## config.mk

```make
export PLATFORM = sky130hd
export DESIGN_NAME = gf_table_arbiter
export DESIGN_NICKNAME = d
export VERILOG_FILES = /design/src/rtl/gf_tab_pkg.sv /design/src/rtl/gf_rr_picker.sv /design/src/rtl/gf_table_arbiter.sv
export SDC_FILE = /design/constraint.sdc
export NUM_CORES = 1
export LEC_CHECK = 0
export BUFFER_PORTS_ARGS = -buffer_cell sky130_fd_sc_hd__buf_2
export CORE_AREA = 2 2 64 66
export DETAILED_ROUTE_END_ITERATION = 16
export DIE_AREA = 0 0 66 68
export GPL_TIMING_DRIVEN = 0
export PLACE_DENSITY = 0.77
export SYNTH_ARGS = -nofsm -noshare
export SYNTH_HDL_FRONTEND = slang
export SYNTH_SLANG_ARGS = --single-unit
```

## constraint.sdc

```tcl
create_clock -name clk -period 1.99 [get_ports clk]
set_input_delay 0.2985 -clock clk [delete_from_list [all_inputs] [get_ports clk]]
set_output_delay 0.2985 -clock clk [all_outputs]
set_load 0.01 [all_outputs]
```

## src/rtl/gf_tab_pkg.sv

```systemverilog
// Shared types and helpers for the GF(256) table arbiter and related schedulers.
package gf_tab_pkg;

  localparam int GF_W    = 8;
  localparam int MAX_REQ = 4;

  typedef enum logic [2:0] {
    IDLE  = 3'b001,
    BUSY  = 3'b010,
    DRAIN = 3'b100
  } gf_state_t;

  // One-hot winner: first set request at or after rr_ptr, wrapping modulo nreq.
  function automatic logic [MAX_REQ-1:0] rr_pick(input logic [MAX_REQ-1:0] req,
                                                 input logic [1:0]         rr_ptr,
                                                 input int                 nreq);
    logic [MAX_REQ-1:0] win;
    int                 pos;
    win = '0;
    for (int k = MAX_REQ - 1; k >= 0; k--) begin
      pos = (int'(rr_ptr) + k) % nreq;
      if (k < nreq && req[pos[1:0]]) begin
        win             = '0;
        win[pos[1:0]]   = 1'b1;
      end
    end
    return win;
  endfunction

endpackage

```

## src/rtl/gf_rr_picker.sv

```systemverilog
// Combinational round-robin winner select (one-hot and encoded index).
module gf_rr_picker
  import gf_tab_pkg::*;
#(
  parameter int NREQ = 3
) (
  input  logic [NREQ-1:0] req,
  input  logic [1:0]      rr_ptr,
  output logic [NREQ-1:0] winner,
  output logic [1:0]      winner_idx,
  output logic            any_req
);

  logic [MAX_REQ-1:0] req_ext;
  logic [MAX_REQ-1:0] pick;

  always_comb begin
    req_ext            = '0;
    req_ext[NREQ-1:0]  = req;
    pick               = rr_pick(req_ext, rr_ptr, NREQ);
    winner             = pick[NREQ-1:0];
    any_req            = |req;
    winner_idx         = 2'd0;
    for (int k = 0; k < MAX_REQ; k++) begin
      if (pick[k]) winner_idx = 2'(k);
    end
  end

endmodule

```

## src/rtl/gf_table_arbiter.sv

```systemverilog
// Round-robin, burst-locked arbiter sharing the GF(256) pow/dec table ports between decoder stages.
// Optional burst timeout enabled by defining GF_BURST_TIMEOUT_EN.
//
// state | meaning
// IDLE  | no owner; grant the round-robin winner of pending requests
// BUSY  | owner holds all three table ports until it drops req
// DRAIN | ROM_LAT cycles letting the last in-flight reads return
module gf_table_arbiter
  import gf_tab_pkg::*;
#(
  parameter int NREQ      = 3,
  parameter int ROM_LAT   = 1,
  parameter int MAX_BURST = 500
) (
  input  logic                 clk,
  input  logic                 reset,
  input  logic [NREQ-1:0]      req,
  input  logic [GF_W*NREQ-1:0] req_pow1,
  input  logic [GF_W*NREQ-1:0] req_pow2,
  input  logic [GF_W*NREQ-1:0] req_dec1,
  output logic [NREQ-1:0]      gnt,
  output logic [NREQ-1:0]      rd_valid,
  output logic [GF_W-1:0]      add_pow1,
  output logic [GF_W-1:0]      add_pow2,
  output logic [GF_W-1:0]      add_dec1,
  output logic                 burst_err
);

  if (NREQ < 2 || NREQ > 4 || ROM_LAT < 1 || ROM_LAT > 2 || MAX_BURST < 2 || MAX_BURST > 512) begin : g_param_chk
    $error("gf_table_arbiter: parameter out of range");
  end

  localparam logic [1:0] LAST_REQ   = 2'(NREQ - 1);
  localparam logic [1:0] DRAIN_INIT = 2'(ROM_LAT - 1);

  gf_state_t       state, state_nxt;
  logic [1:0]      owner, owner_nxt;
  logic [1:0]      rr_ptr, rr_ptr_nxt;
  logic [1:0]      drain_cnt, drain_nxt;
  logic [NREQ-1:0] gnt_nxt;
  logic [NREQ-1:0] pick_onehot;
  logic [1:0]      pick_idx;
  logic            any_req;
  logic            release_now;

  logic [ROM_LAT-1:0][NREQ-1:0] vld_pipe;

  gf_rr_picker #(.NREQ(NREQ)) u_picker (
    .req        (req),
    .rr_ptr     (rr_ptr),
    .winner     (pick_onehot),
    .winner_idx (pick_idx),
    .any_req    (any_req)
  );

`ifdef GF_BURST_TIMEOUT_EN
  localparam logic [8:0] BURST_LIMIT = 9'(MAX_BURST - 1);
  logic [8:0] bcnt, bcnt_nxt;
  logic       err_q, err_nxt;
  assign burst_err = err_q;
`else
  assign burst_err = 1'b0;
`endif

  always_comb begin
    state_nxt   = state;
    owner_nxt   = owner;
    rr_ptr_nxt  = rr_ptr;
    drain_nxt   = drain_cnt;
    gnt_nxt     = gnt;
    release_now = 1'b0;
`ifdef GF_BURST_TIMEOUT_EN
    bcnt_nxt    = bcnt;
    err_nxt     = err_q;
`endif
    case (state)
      IDLE: begin
        if (any_req) begin
          owner_nxt = pick_idx;
          gnt_nxt   = pick_onehot;
          state_nxt = BUSY;
`ifdef GF_BURST_TIMEOUT_EN
          bcnt_nxt  = '0;
`endif
        end
      end
      BUSY: begin
        release_now = !req[owner];
`ifdef GF_BURST_TIMEOUT_EN
        if (bcnt == BURST_LIMIT) begin
          release_now = 1'b1;
          err_nxt     = 1'b1;
        end else begin
          bcnt_nxt    = bcnt + 9'd1;
        end
`endif
        if (release_now) begin
          gnt_nxt    = '0;
          rr_ptr_nxt = (owner == LAST_REQ) ? 2'd0 : owner + 2'd1;
          drain_nxt  = DRAIN_INIT;
          state_nxt  = DRAIN;
        end
      end
      DRAIN: begin
        if (drain_cnt == 2'd0) state_nxt = IDLE;
        else                   drain_nxt = drain_cnt - 2'd1;
      end
      default: begin
        gnt_nxt   = '0;
        state_nxt = IDLE;
      end
    endcase
  end

  always_ff @(posedge clk) begin
    if (reset) begin
      state     <= IDLE;
      owner     <= 2'd0;
      rr_ptr    <= 2'd0;
      drain_cnt <= 2'd0;
      gnt       <= '0;
      vld_pipe  <= '0;
`ifdef GF_BURST_TIMEOUT_EN
      bcnt      <= '0;
      err_q     <= 1'b0;
`endif
    end else begin
      state     <= state_nxt;
      owner     <= owner_nxt;
      rr_ptr    <= rr_ptr_nxt;
      drain_cnt <= drain_nxt;
      gnt       <= gnt_nxt;
      vld_pipe[0] <= gnt;
      for (int i = 1; i < ROM_LAT; i++) vld_pipe[i] <= vld_pipe[i-1];
`ifdef GF_BURST_TIMEOUT_EN
      bcnt      <= bcnt_nxt;
      err_q     <= err_nxt;
`endif
    end
  end

  assign rd_valid = vld_pipe[ROM_LAT-1];

  // Table addresses are zero outside BUSY; decimal entry 0 is a harmless read.
  always_comb begin
    add_pow1 = '0;
    add_pow2 = '0;
    add_dec1 = '0;
    if (state == BUSY) begin
      add_pow1 = req_pow1[owner*GF_W +: GF_W];
      add_pow2 = req_pow2[owner*GF_W +: GF_W];
      add_dec1 = req_dec1[owner*GF_W +: GF_W];
    end
  end

endmodule

```

==> flow_results.org, run 1 <==
** Detailed routing
- Summed over all layers, the routed wires come to 4490 um.
- After detailed routing, the number of remaining DRC violations is 0.
- Post-DRT Antenna Nets :: 0
- Total via count after detailed routing :: 1855
- Initial drt markers :: 29
- Wire length per cell :: 12.1 um
- Post-DR vias/cell :: 5.00
- Number of search-and-repair iterations in the first detailed-routing pass :: 4

** Die
- For this configuration, the core starts out at a cell density of 0.390.
- I/O pin count :: 108
- The total area inside the core boundary comes to around 3900 um^2.
- Cell Rows :: 23
- The floorplan step defined a die boundary enclosing 4490 um^2.
- Chip Width :: 66 um
- Die extent in y :: 68 um

** Synth
- For this run, the register share of the synthesized area comes to 0.200.
- Number of flops mapped to enable cells by yosys :: 0
- Yosys warnings :: 0
- Post-synth net total :: ~290
- After synthesis, the netlist uses 44 different library cells.
- Cell area after technology mapping :: ~1500 um^2
- The share of synthesized area in the top cell type comes to 0.200.
- Ranked by total cell area, the synthesized netlist is headed by sky130_fd_sc_hd__dfxtp_1 20%, sky130_fd_sc_hd__mux2i_1 18%, sky130_fd_sc_hd__nor2_1 15%, sky130_fd_sc_hd__a21oi_1 11%, sky130_fd_sc_hd__ha_1 4.2%.
- In this run the mean area of a mapped cell was 7.09 um^2.
- Synth Register Bits :: 15
- Most instantiated flip-flop cell in the synthesis netlist :: sky130_fd_sc_hd__dfxtp_1
- Gate Count Post-Synth :: 212
- Summed over all instances, the cell type with the most area after synthesis is sky130_fd_sc_hd__dfxtp_1.
- In the synthesized netlist the async set-or-reset flop fraction comes to 0.

** Global routing
- The initial antenna violation count is 0.
- The first global-routing pass estimated 6350 um of wire.
- The via count of the first global-routing pass is 1531.
- Remaining Overflow, GRT :: 0
- Global-route usage over all layers :: 0.178
- Pin count of the biggest net entering global routing :: 11

** Worst hold path
- Startpoint of the tightest hold check path :: reset
- Counting instances, the worst hold path has a depth of 2.
- The worst hold path belongs to the class input port to flip-flop.
- Endpoint of the worst hold path :: rd_valid[0]$_SDFF_PP0_

** CTS
- Max H-tree Level :: 1
- In this run, post-CTS hold repair placed 0 buffers.
- The clock drives 15 sinks.
- Post-CTS timing repair inserted 0 buffers for setup.
- Clock buffers created by TritonCTS :: 3
- Number of buffers on the longest clock path :: 2
- Clock-pin slew was measured on the worst setup and hold paths at 0.06 ns.
- Clock tree from TritonCTS :: yes
- Worst-skew pair later-pin latency :: 0.25 ns
- Clock root buffer :: sky130_fd_sc_hd__clkbuf_8

** Finish
- At the end of the flow, the number of nets in the layout was 404.
- The library cells used most frequently in the layout, excluding fill and tap cells, are 110 x sky130_fd_sc_hd__buf_2, 59 x sky130_fd_sc_hd__nor2_1, 33 x sky130_fd_sc_hd__a21oi_1.
- Fraction of the core area covered by cells at the end of the flow :: 0.562
- Total area of multi-input combinational cells :: 1100 um^2
- Counting the fill cells in the layout gives 379.
- Final cell area excluding filler cells :: 2170 um^2
- Most frequent standard cell in the layout excluding fill and tap cells :: sky130_fd_sc_hd__buf_2
- The number of antenna diodes in the final layout is 0.
- In the final layout, the share of cells above drive strength 1 is 0.411.
- Syn-to-layout area delta :: 44.2%
- Register area :: roughly 300 um^2

** Place
- Placed Area :: 2090 um^2
- RD Place Congestion :: 0.784
- DP Wirelength :: 3560 um
- Number of buffers added on ports :: 105

** Timing
- Timing-limited maximum frequency :: 534 MHz
- The total count of max-transition violations in the final report is 0.
- Setup repair after global routing could not meet its margin everywhere.
- Setup violations remaining at the end of the flow were counted as 0.
- The count of endpoints failing hold in the final timing report was 0.
- Subtracting the final worst setup slack from the clock period gives between 1.5 and 2 ns.
- Post-route fraction of the period consumed by the critical path :: 0.940
- Layout Skew :: 0.00353 ns
- On the final layout, the worst hold slack is 0.301 ns.

** Power
- For this design the ratio of total power to cell area is between 400 and 500 nW/um^2.
- Max rail drop VDD :: 495 uV
- Overall power :: 0.980 mW
- Leakage :: 1.07 nW

** Critical path
- Cells along the critical path :: nand2b_1 -> or2_1 -> buf_2 -> buf_4 -> nor2_1 -> buf_2
- End of the worst register-to-register path :: gnt[2]$_SDFFE_PP0P_
- For the worst flop-to-flop path, the logic depth is 6.
- Startpoint kind of the worst setup timing path :: flip-flop
- Required time of the worst setup path :: 1.69 ns
- Critical R2R Launch :: rr_ptr[0]$_SDFFE_PP0P_
- STA classifies the critical path endpoint as a primary output.
- Register-to-Register Setup Slack :: approximately 0.20 ns
- Crit path largest cell delay :: roughly 0.33 ns
- The critical path is of the flip-flop to primary output type.
- Data arrival time of the critical path :: 1.57 ns
- Counting stages on the worst path, the most repeated cell is sky130_fd_sc_hd__buf_2.
- Cell with the biggest individual delay on the critical path :: sky130_fd_sc_hd__dfxtp_1
- Of all nets on the critical path, the largest fanout is 10.

** Status
- The run finished with clean final reports.

** Run
- Across the run, the number of max-cap violations was 0.
## through the flow
stage          std cells  setup slack (ns)   TNS, ns
4_1_cts              371            0.0149         0
5_1_grt              371          -0.00592  -0.00592
3_5_place_dp         367            0.0937         0
6_report             371             0.119         0
2_1_floorplan        212             0.383         0
3_3_place_gp         367             0.179         0
## cell type report
type	count	share of cell area
clock inverters	1	0.00231
flip-flops and latches	15	0.138
plain buffers	16	0.0508
repair buffers	105	0.242
multi-input cells	175	0.508
well taps	50	0.0289
inverters	6	0.0104
clock buffers	3	0.0190
## cells by family (layout without fill, tap and decap cells)
kind of cell	Yosys count	in the layout	share of synthesized area
multiplexers	29	29	0.202
AO/OA/AOI/OAI	48	48	0.187
buffers and inverters	22	131	0.0724
AND/OR/NAND/NOR	92	92	0.295
adder cells (fa/ha/maj)	5	5	0.0416
other	1	1	0.00249
flip-flops	15	15	0.200
## per-layer routing
| layer | routed length (um) | track usage |
|---|---|---|
| met4 | 61 | 0.0612 |
| met1 | 1790 | 0.196 |
| met3 | 408 | 0.0362 |
| met5 | 0 | 0 |
| met2 | 2230 | 0.340 |
## report_power, final
group / switching [mW] / total (mW) / leakage [nW] / internal (mW)
combinational: 0.201 / 0.403 / 0.918 / 0.202
clock: 0.107 / 0.246 / 0.0255 / 0.139
sequential: 0.0138 / 0.331 / 0.122 / 0.317
total: 0.322 / 0.980 / 1.07 / 0.658
## what timing repair did
item	in CTS	in global routing
endpoints found under the setup margin	19	21
resized for setup	2	13
hold endpoints to repair	0	0
## state kept, by name (all words and copies together) (netlist names)
name and cells:
rr_ptr 2, state 3, rd_valid 3, gnt 3, drain_cnt 2, owner 2
## Yosys cell counts, types with 2 or more instances
master and number:
sky130_fd_sc_hd__buf_4 3, sky130_fd_sc_hd__nor4_1 2, sky130_fd_sc_hd__nand2_1 5, sky130_fd_sc_hd__o21bai_1 2, sky130_fd_sc_hd__o21ai_0 2, sky130_fd_sc_hd__a21oi_1 33, sky130_fd_sc_hd__ha_1 5, sky130_fd_sc_hd__inv_1 6
sky130_fd_sc_hd__nor2_1 59, sky130_fd_sc_hd__nand2b_1 3, sky130_fd_sc_hd__dfxtp_1 15, sky130_fd_sc_hd__buf_2 6, sky130_fd_sc_hd__mux2i_1 27, sky130_fd_sc_hd__nor2b_1 7, sky130_fd_sc_hd__o21ai_1 2, sky130_fd_sc_hd__nand3_1 3
sky130_fd_sc_hd__buf_1 3, sky130_fd_sc_hd__clkbuf_1 3
## how the worst max path moves through the flow
stage	from	endpoint	slack, ns	cells past startpoint
after global routing	owner[0]$_SDFFE_PP0P_	add_pow1[2]	-0.006	7
final	state[2]$_SDFFE_PP0P_	add_dec1[6]	0.12	6
after detailed placement	rr_ptr[0]$_SDFFE_PP0P_	owner[0]$_SDFFE_PP0P_	0.09	6
after CTS	owner[0]$_SDFFE_PP0P_	add_pow1[1]	0.01	7
after global placement	rr_ptr[0]$_SDFFE_PP0P_	gnt[2]$_SDFFE_PP0P_	0.18	6
after floorplan	rr_ptr[0]$_SDFFE_PP0P_	gnt[2]$_SDFFE_PP0P_	0.38	6
## worst max-delay path, delay by kind of cell, from the launching register on
kind	cells	cell delay, ns
buffers and inverters	3	0.52
and+or+nand+nor	3	0.47
DFF	1	0.33
Note: power is estimated with default switching activity, not from simulation.
==> run 2: changes to the inputs <==
--- a/config.mk
+++ b/config.mk
@@ -12,4 +12,5 @@
 export GPL_TIMING_DRIVEN = 0
 export PLACE_DENSITY = 0.77
+export RECOVER_POWER = 50
 export SYNTH_ARGS = -nofsm -noshare
 export SYNTH_HDL_FRONTEND = slang
==> constraint.sdc (replaced) <==
create_clock -name clk -period 1.99 [get_ports clk]
set_input_delay 0.2985 -clock clk [delete_from_list [all_inputs] [get_ports clk]]
set_output_delay 0.2985 -clock clk [all_outputs]
set_load 0.05 [all_outputs]
==> flow_results.org, run 2 (same netlist as run 1, synthesis figures left out) <==
** Status
- Run status :: finished, final reports clean

** Die
- Die extent in y :: 68 um (unchanged)
- The die outline width came to 66 um (unchanged).
- The count of boundary I/O pins is 108 (unchanged).
- The starting utilization of the core area was 0.390 (unchanged).
- Cell Rows :: 23 (unchanged)
- The core footprint was 3860 um^2 (unchanged).
- Die area :: 4490 um^2 (unchanged)

** Critical path
- The largest fanout on the critical path was 10 (unchanged).
- Class of the most critical setup path :: flip-flop to primary output
- The data arrival time of the critical path came to 1.60 ns (+0.03 ns).
- Crit path capture type :: primary output
- Required time of the worst setup path :: 1.69 ns (about the same)
- The worst setup path is launched from a flip-flop.

** Finish
- The share of layout cells above drive strength 1 was 0.426 (+0.0147).
- Most frequent standard cell in the layout excluding fill and tap cells :: sky130_fd_sc_hd__buf_2
- Syn-to-layout area delta :: 55.7%
- The net count reported at finish is 407 (+0.74%).
- Fraction of the core area covered by cells at the end of the flow :: 0.607 (+0.0448)
- The antenna cell count came to 0 (unchanged).
- Leading cell types in the layout, fill and taps excluded :: 78 x sky130_fd_sc_hd__buf_2, 47 x sky130_fd_sc_hd__nor2_1, 33 x sky130_fd_sc_hd__a21oi_1
- The final standard cell count with taps included and fillers excluded was 374 (+0.81%).

** Timing
- Number of max-slew violations in the final report :: 0 (unchanged)
- Post-route minimum period :: 1.90 ns (+0.0298 ns)
- At the pin with the least slew margin, the transition time is approximately 0.60 ns.
- The post-route worst hold slack came to 0.395 ns (+0.0934 ns).
- Rel. slew slack :: 0.603
- Layout Skew :: 0.00428 ns (+0.000746 ns)
- The count of endpoints failing hold in the final timing report is 0 (unchanged).
- The maximum achievable frequency came to 526 MHz (-1.6%).
- The number of endpoints failing setup at the final stage is 0 (unchanged).
- The share of the clock period used by the worst path after layout came to 0.955 (+0.0150).

** Power
- Power Density :: 477 nW/um^2 (+5.6%)
- Max rail drop VDD :: 521 uV (+5.2%)
- The leakage dissipation came to 1.06 nW (-0.98%).

** CTS
- The tree is rooted in a sky130_fd_sc_hd__clkbuf_8.
- Clock tree from TritonCTS :: yes
- The clock latency on the worst-skew pair was 0.25 ns (about the same).
- Clock transition time at the flip-flop clock pins of the worst setup and hold paths :: 0.06 ns (about the same)
- Max H-tree Level :: 1 (unchanged)
- # clock sinks :: 15 (unchanged)
- The number of hold-repair buffers added at the cts stage is 0 (unchanged).
- The number of CTS-inserted buffers came to 3 (unchanged).
- The maximum buffer depth of the clock tree came to 2 (unchanged).

** Place
- RD Place Congestion :: 0.784 (unchanged)
- Number of cells after detailed placement :: 367 (unchanged)
- The number of buffers inserted by port buffering came to 105 (unchanged).
- The sum of net half-perimeters after detailed placement was 3560 um (unchanged).

** Global routing
- Global-route usage over all layers :: 0.176 (-0.00139)
- The initial antenna violation count was 0 (unchanged).
- Wire length of the first global-routing pass :: 6310 um (-0.76%)
- Pin count of the biggest net entering global routing :: 11 (unchanged)
- The via count of the first global-routing pass came to 1524 (-0.46%).
- The total congestion overflow after global routing was 0 (unchanged).

** Detailed routing
- The mean number of vias per cell is 5.01 (+0.21%).
- The antenna violation net count after detailed routing was 0 (unchanged).
- The DRC violation count after routing came to 0 (unchanged).
- Wire length per cell :: 12.8 um (+5.6%)
- Number of search-and-repair iterations in the first detailed-routing pass :: 5 (+1)
- The initial DRC count was 32 (+10%).
- The via count is 1874 (+1.0%).
- The total wire length after detailed routing was 4780 um (+6.4%).

** Run
- Number of max-cap violations :: 0 (unchanged)

** Worst hold path
- The path class of the tightest hold or removal check is input port to flip-flop.
[run 2: cell types whose count changed in the layout (fill, tap and decap cells not counted), sizes merged]
cell	previous run	this run
clkbuf	7	18
buf	117	109
[run 2: path summary, 6_finish.rpt]
check / startpoint / end / slack, ns / cells after the start
setup / recovery: owner[0]$_SDFFE_PP0P_ / add_dec1[5] / 0.09 / 7
hold / removal: reset / rd_valid[0]$_SDFF_PP0_ / 0.39 / 2
setup reg to reg: rr_ptr[0]$_SDFFE_PP0P_ / gnt[2]$_SDFFE_PP0P_ / 0.19 / 6
hold reg to reg: state[2]$_SDFFE_PP0P_ / state[1]$_SDFFE_PP0P_ / 0.47 / 1
[run 2: what timing repair did]
item	4_1_cts	5_1_grt
gates resized for setup	25	43
pin swaps	0	0
endpoints found under the setup margin	20	23
buffers inserted	0	3
[run 2: area by class of cell]
class / count / area (um^2)
Clock inverter: 1 / 5.00
Timing Repair Buffer: 108 / 662
Tap cell: 50 / 62.6
Clock buffer: 3 / 41.3
Inverter: 6 / 22.5
Buffer: 16 / 126
Fill cell: 353 / 1520
Multi-Input combinational cell: 175 / 1120
Sequential cell: 15 / 300
[run 2: worst max-delay path, stage by stage, from the launching register on]
cell and delay (ns):
sky130_fd_sc_hd__dfxtp_1 0.32, sky130_fd_sc_hd__buf_6 0.14, sky130_fd_sc_hd__nor2b_1 0.09, sky130_fd_sc_hd__buf_2 0.17
sky130_fd_sc_hd__buf_2 0.23, sky130_fd_sc_hd__a21oi_1 0.10, sky130_fd_sc_hd__nor2_1 0.13, sky130_fd_sc_hd__buf_6 0.18
[run 2: metal layers]
metal,up-vias,wire length (um),track usage,part of all wire
met5,-,0,0,0
met4,0,57,0.0612,0.012
met3,6,386,0.0362,0.081
met2,71,2460,0.337,0.51
met1,847,1870,0.194,0.39
li1,950,-,-,-
[run 2: stage by stage]
step | setup TNS, ns | setup WS (ns) | power, mW | area (um^2)
after floorplan | 0 | 0.00843 | 0.674 | 1500
after global placement | 0 | 0.137 | 0.813 | 2090
after detailed placement | 0 | 0.0937 | 0.821 | 2090
after CTS | 0 | 0.00242 | 1.08 | 2200
after global routing | -0.00460 | -0.00460 | 1.18 | 2340
final | 0 | 0.0887 | 1.12 | 2340
[run 2: where the power goes]
group / total [mW] / internal (mW) / switching [mW]
logic: 0.542 / 0.235 / 0.308
registers: 0.331 / 0.317 / 0.0140
clock network: 0.244 / 0.139 / 0.106
==> run 3: changes to the inputs <==
- ABC_AREA: not set -> 1
- CORE_AREA: 2 2 64 66 -> 2 2 65 67
- DIE_AREA: 0 0 66 68 -> 0 0 67 69
- PLACE_DENSITY: 0.77 -> 0.79
- SYNTH_HIERARCHICAL: not set -> 1
==> flow_results.org, run 3 <==
** Status
- The flow ran to the end, and the final reports show no timing, DRC or antenna violations.

** Power
- The switching power came to 0.806 mW (+89%).
- Max rail drop VDD :: 413 uV (-21%)
- The switching part of the total power came to 0.487 (+0.105).
- Power Density :: 705 nW/um^2 (+48%)
- Internal :: 0.848 mW (+23%)
- The leakage dissipation was 1.50 nW (+42%).
- Sequential group share of total power :: 0.225 (-0.071)
- The part of the power in the clock network came to 0.144 (-0.075).
- The post-route total power is 1.65 mW (+48%).
- Fraction of power consumed by combinational cells :: 0.631 (+0.146)

** Detailed routing
- The wire length on met1 is 2100 um (+12%).
- Wire length per cell :: 10.8 um (-15%)
- Length of routed met2 wiring :: 2410 um (-2.0%)
- Number of search-and-repair iterations in the first detailed-routing pass :: 4 (-1)
- Initial drt markers :: 145 (+350%)
- Post-DRT Antenna Nets :: 0 (unchanged)
- Highest routing layer actually used :: met4
- Wire length after detailed routing :: 5090 um (+6.7%)
- Remaining design rule violation count :: 0 (unchanged)
- Length of routed met3 wiring :: 439 um (+14%)
- Post-DR vias/cell :: 4.84 (-3.4%)
- Total via count after detailed routing :: 2284 (+22%)

** Finish
- Most frequent standard cell in the layout excluding fill and tap cells :: sky130_fd_sc_hd__nand2_1
- Inserted Diodes :: 0 (unchanged)
- The filler cell count in the final layout came to 382 (+8.2%).
- The net count reported at finish came to 505 (+24%).
- Leading cell types in the layout, fill and taps excluded :: 105 x sky130_fd_sc_hd__nand2_1, 84 x sky130_fd_sc_hd__buf_2, 72 x sky130_fd_sc_hd__nand3_1
- Final cell area excluding filler cells :: 2350 um^2 (+0.21%)
- Syn-to-layout area delta :: 42.9%
- Fraction of final layout cells sized beyond drive strength 1 :: 0.320 (-0.106)
- Post-layout instance count excluding filler cells :: 472 (+26%)
- Fraction of the core area covered by cells at the end of the flow :: 0.599 (-0.00765)

** Critical path
- Register-to-Register Setup Slack :: 0.22 ns (+0.03 ns)
- Required time of the worst setup path :: 1.69 ns (about the same)
- The worst setup path is launched from a flip-flop.
- The data arrival time of the critical path was 1.64 ns (+0.04 ns).
- In this run the worst setup path terminates at add_dec1[3].
- The critical path starts at owner[1]$_SDFFE_PP0P_.
- The worst reg2reg path depth is 13 (+7).
- The cell that appears most often on the critical path is sky130_fd_sc_hd__nand2_1.
- Peak fanout along the critical path :: 10 (unchanged)
- End of the worst register-to-register path :: gnt[1]$_SDFFE_PP0P_
- Critical R2R Launch :: rr_ptr[0]$_SDFFE_PP0P_
- The largest individual stage delay along the critical path comes from the cell sky130_fd_sc_hd__dfxtp_1.
- Crit path largest cell delay :: 0.29 ns (-0.03 ns)
- The critical path is of the flip-flop to primary output type.
- The worst setup path is captured at a primary output.
- Cells along the critical path :: buf_4 -> inv_2 -> nand2_1 -> inv_2 -> clkbuf_4 -> nand2_1 -> nand3_1 -> nand2_1 -> inv_1 -> clkbuf_4

** Timing
- The total count of max-transition violations in the final report is 0 (unchanged).
- The worst relative slew slack is 0.603 (about the same).
- The share of the clock period used by the worst path after layout came to 0.975 (+0.0196).
- Setup repair after global routing could not meet its margin everywhere.
- The pin slew with the least headroom to its limit is 0.598 ns (+0.000534 ns).
- The count of endpoints failing hold in the final timing report came to 0 (unchanged).
- The worst clock skew was 0.00509 ns (+0.000814 ns).
- Accumulated negative setup slack :: 0 ns (unchanged)
- Worst Hold Margin :: 0.315 ns (-0.0797 ns)
- The clock period minus worst slack came to 1.94 ns (+0.0390 ns).
- Setup Viol. Count Final :: 0 (unchanged)
- Timing-limited maximum frequency :: 515 MHz (-2.0%)
- The worst setup margin came to 0.0497 ns (-0.0390 ns).

** Synth
- Most frequent cells after synthesis :: 104 x sky130_fd_sc_hd__nand2_1, 72 x sky130_fd_sc_hd__nand3_1, 47 x sky130_fd_sc_hd__inv_1
- Synth Register Bits :: 15 (unchanged)
- The largest total area in the synthesized netlist belongs to sky130_fd_sc_hd__nand2_1.
- The synthesized area per cell was 5.28 um^2 (-26%).
- The summed instance area of the synthesized netlist is 1640 um^2 (+9.2%).
- The count of synthesis-stage warnings from yosys is 6 (+6).
- Post-synth net total :: 393 (+34%)
- The share of the synthesized area in the top cell type was 0.238 (+0.0381).
- Fraction of the yosys area taken by sequential cells :: 0.183 (-0.0167)
- Distinct cell type count after synthesis :: 26 (-41%)
- Most instantiated flip-flop cell in the synthesis netlist :: sky130_fd_sc_hd__dfxtp_1
- Number of flops mapped to enable cells by yosys :: 0 (unchanged)
- Top cells by area in the synthesized netlist :: sky130_fd_sc_hd__nand2_1 24%, sky130_fd_sc_hd__nand3_1 22%, sky130_fd_sc_hd__dfxtp_1 18%, sky130_fd_sc_hd__inv_1 11%, sky130_fd_sc_hd__nor2_1 4.6%
- Among all cell types in the netlist, the one instantiated most often is sky130_fd_sc_hd__nand2_1.
- The share of synthesized registers carrying an async set or reset was 0 (unchanged).
- Gate Count Post-Synth :: 311 (+47%)

** Place
- The total placed instance area is 2230 um^2 (+6.8%).
- RD Place Congestion :: 0.861 (+9.8%)
- Number of buffers added on ports :: 106 (+0.95%)
- Number of cells after detailed placement :: 467 (+27%)
- Post-Place Worst Slack :: 0.227 ns (+0.133 ns)
- DP Wirelength :: 4080 um (+15%)

** CTS
- The number of CTS-inserted buffers came to 3 (unchanged).
- Clock tree from TritonCTS :: yes
- Number of buffers on the longest clock path :: 2 (unchanged)
- The clock latency on the worst-skew pair was 0.24 ns (about the same).
- The clock input transition at the sequential cells of the worst setup and hold paths was 0.06 ns (about the same).
- The number of hold-repair buffers added at the cts stage is 0 (unchanged).
- The tree is rooted in a sky130_fd_sc_hd__clkbuf_8.
- Max H-tree Level :: 1 (unchanged)
- The CTS sink count is 15 (unchanged).

** Global routing
- Pin count of the biggest net entering global routing :: 18 (+7)
- Remaining Overflow, GRT :: 0 (unchanged)
- The first-pass GRT wire length came to 7750 um (+23%).
- Global-route usage over all layers :: 0.203 (+0.0265)
- Initial antenna violation count :: 0 (unchanged)
- The via count of the first global-routing pass is 1897 (+24%).

** Die
- Die extent in y :: 69 um (+1.5%)
- Core ar. :: 3910 um^2 (+1.5%)
- The starting utilization of the core area is 0.419 (+0.0294).
- The die footprint is 4620 um^2 (+3.0%).
- The count of boundary I/O pins is 108 (unchanged).
- The die outline width is 67 um (+1.5%).
- Cell Rows :: 23 (unchanged)

** Run
- The max-capacitance violation count was 0 (unchanged).

** Worst hold path
- The min-delay analysis places its worst path in the category input port to flip-flop.
- In this run the most critical hold path is launched from reset.
## run 3: cell types whose count changed in the layout (fill, tap and decap cells not counted), moves of 5 or more
cell / delta
sky130_fd_sc_hd__nand3_1: +69
sky130_fd_sc_hd__nor2_2: -11
sky130_fd_sc_hd__nand2_2: +5
sky130_fd_sc_hd__a21oi_1: -26
sky130_fd_sc_hd__clkbuf_4: +15
sky130_fd_sc_hd__buf_6: -20
sky130_fd_sc_hd__nor2b_1: -8
sky130_fd_sc_hd__inv_2: +5
sky130_fd_sc_hd__inv_1: +41
sky130_fd_sc_hd__nand2_1: +100
sky130_fd_sc_hd__buf_2: +6
sky130_fd_sc_hd__mux2i_1: -27
sky130_fd_sc_hd__nor2_1: -27
## run 3: cell families (layout without fill, tap and decap cells)
group                    count (synthesis)  in the layout  synth area share
AO/OA/AOI/OAI                           14             14            0.0473
other                                    1              1           0.00228
adder cells (fa/ha/maj)                  5              5            0.0381
flip-flops                              15             15             0.183
buffers and inverters                   66            177             0.162
AND/OR/NAND/NOR                        210            210             0.568
## run 3: cell type report
class	count	area, um^2	area share
Sequential cell	15	300	0.128
Tap cell	50	62.6	0.0267
Multi-Input combinational cell	230	1070	0.455
Timing Repair Buffer	108	588	0.251
Buffer	11	73.8	0.0315
Clock buffer	4	45.0	0.0192
Inverter	54	208	0.0885
## run 3: worst min-delay path by stage
stage | to | cells past startpoint
final | state[1]$_SDFFE_PP0P_ | 2
after global routing | state[1]$_SDFFE_PP0P_ | 2
after CTS | rd_valid[2]$_SDFF_PP0_ | 2
after detailed placement | rd_valid[2]$_SDFF_PP0_ | 2
after global placement | rd_valid[0]$_SDFF_PP0_ | 2
after floorplan | state[1]$_SDFFE_PP0P_ | 1
## run 3: power groups by stage
stage,clock [mW],combinational [mW],sequential [mW]
after floorplan,0,0.706,0.430
after global placement,0,0.997,0.377
after detailed placement,0,1.01,0.377
after CTS,0.246,1.01,0.371
after global routing,0.259,1.15,0.379
final,0.238,1.04,0.373
## run 3: critical path: cells and delay by family (launching register included)
kind | cells | cell delay [ns]
buf+inv | 6 | 0.87
flops | 1 | 0.29
simple gates | 4 | 0.23
## run 3: what timing repair did
item,in CTS,in global routing
setup buffers,0,2
endpoints found under the setup margin,8,20
hold endpoints to repair,0,0
cloned,0,0
gates resized for setup,1,34
## run 3: per-layer routing
| layer | up-vias | global-route usage |
|---|---|---|
| li1 | 1190 | - |
| met4 | 0 | 0.0680 |
| met3 | 14 | 0.0359 |
| met2 | 95 | 0.352 |
| met5 | - | 0 |
| met1 | 985 | 0.246 |
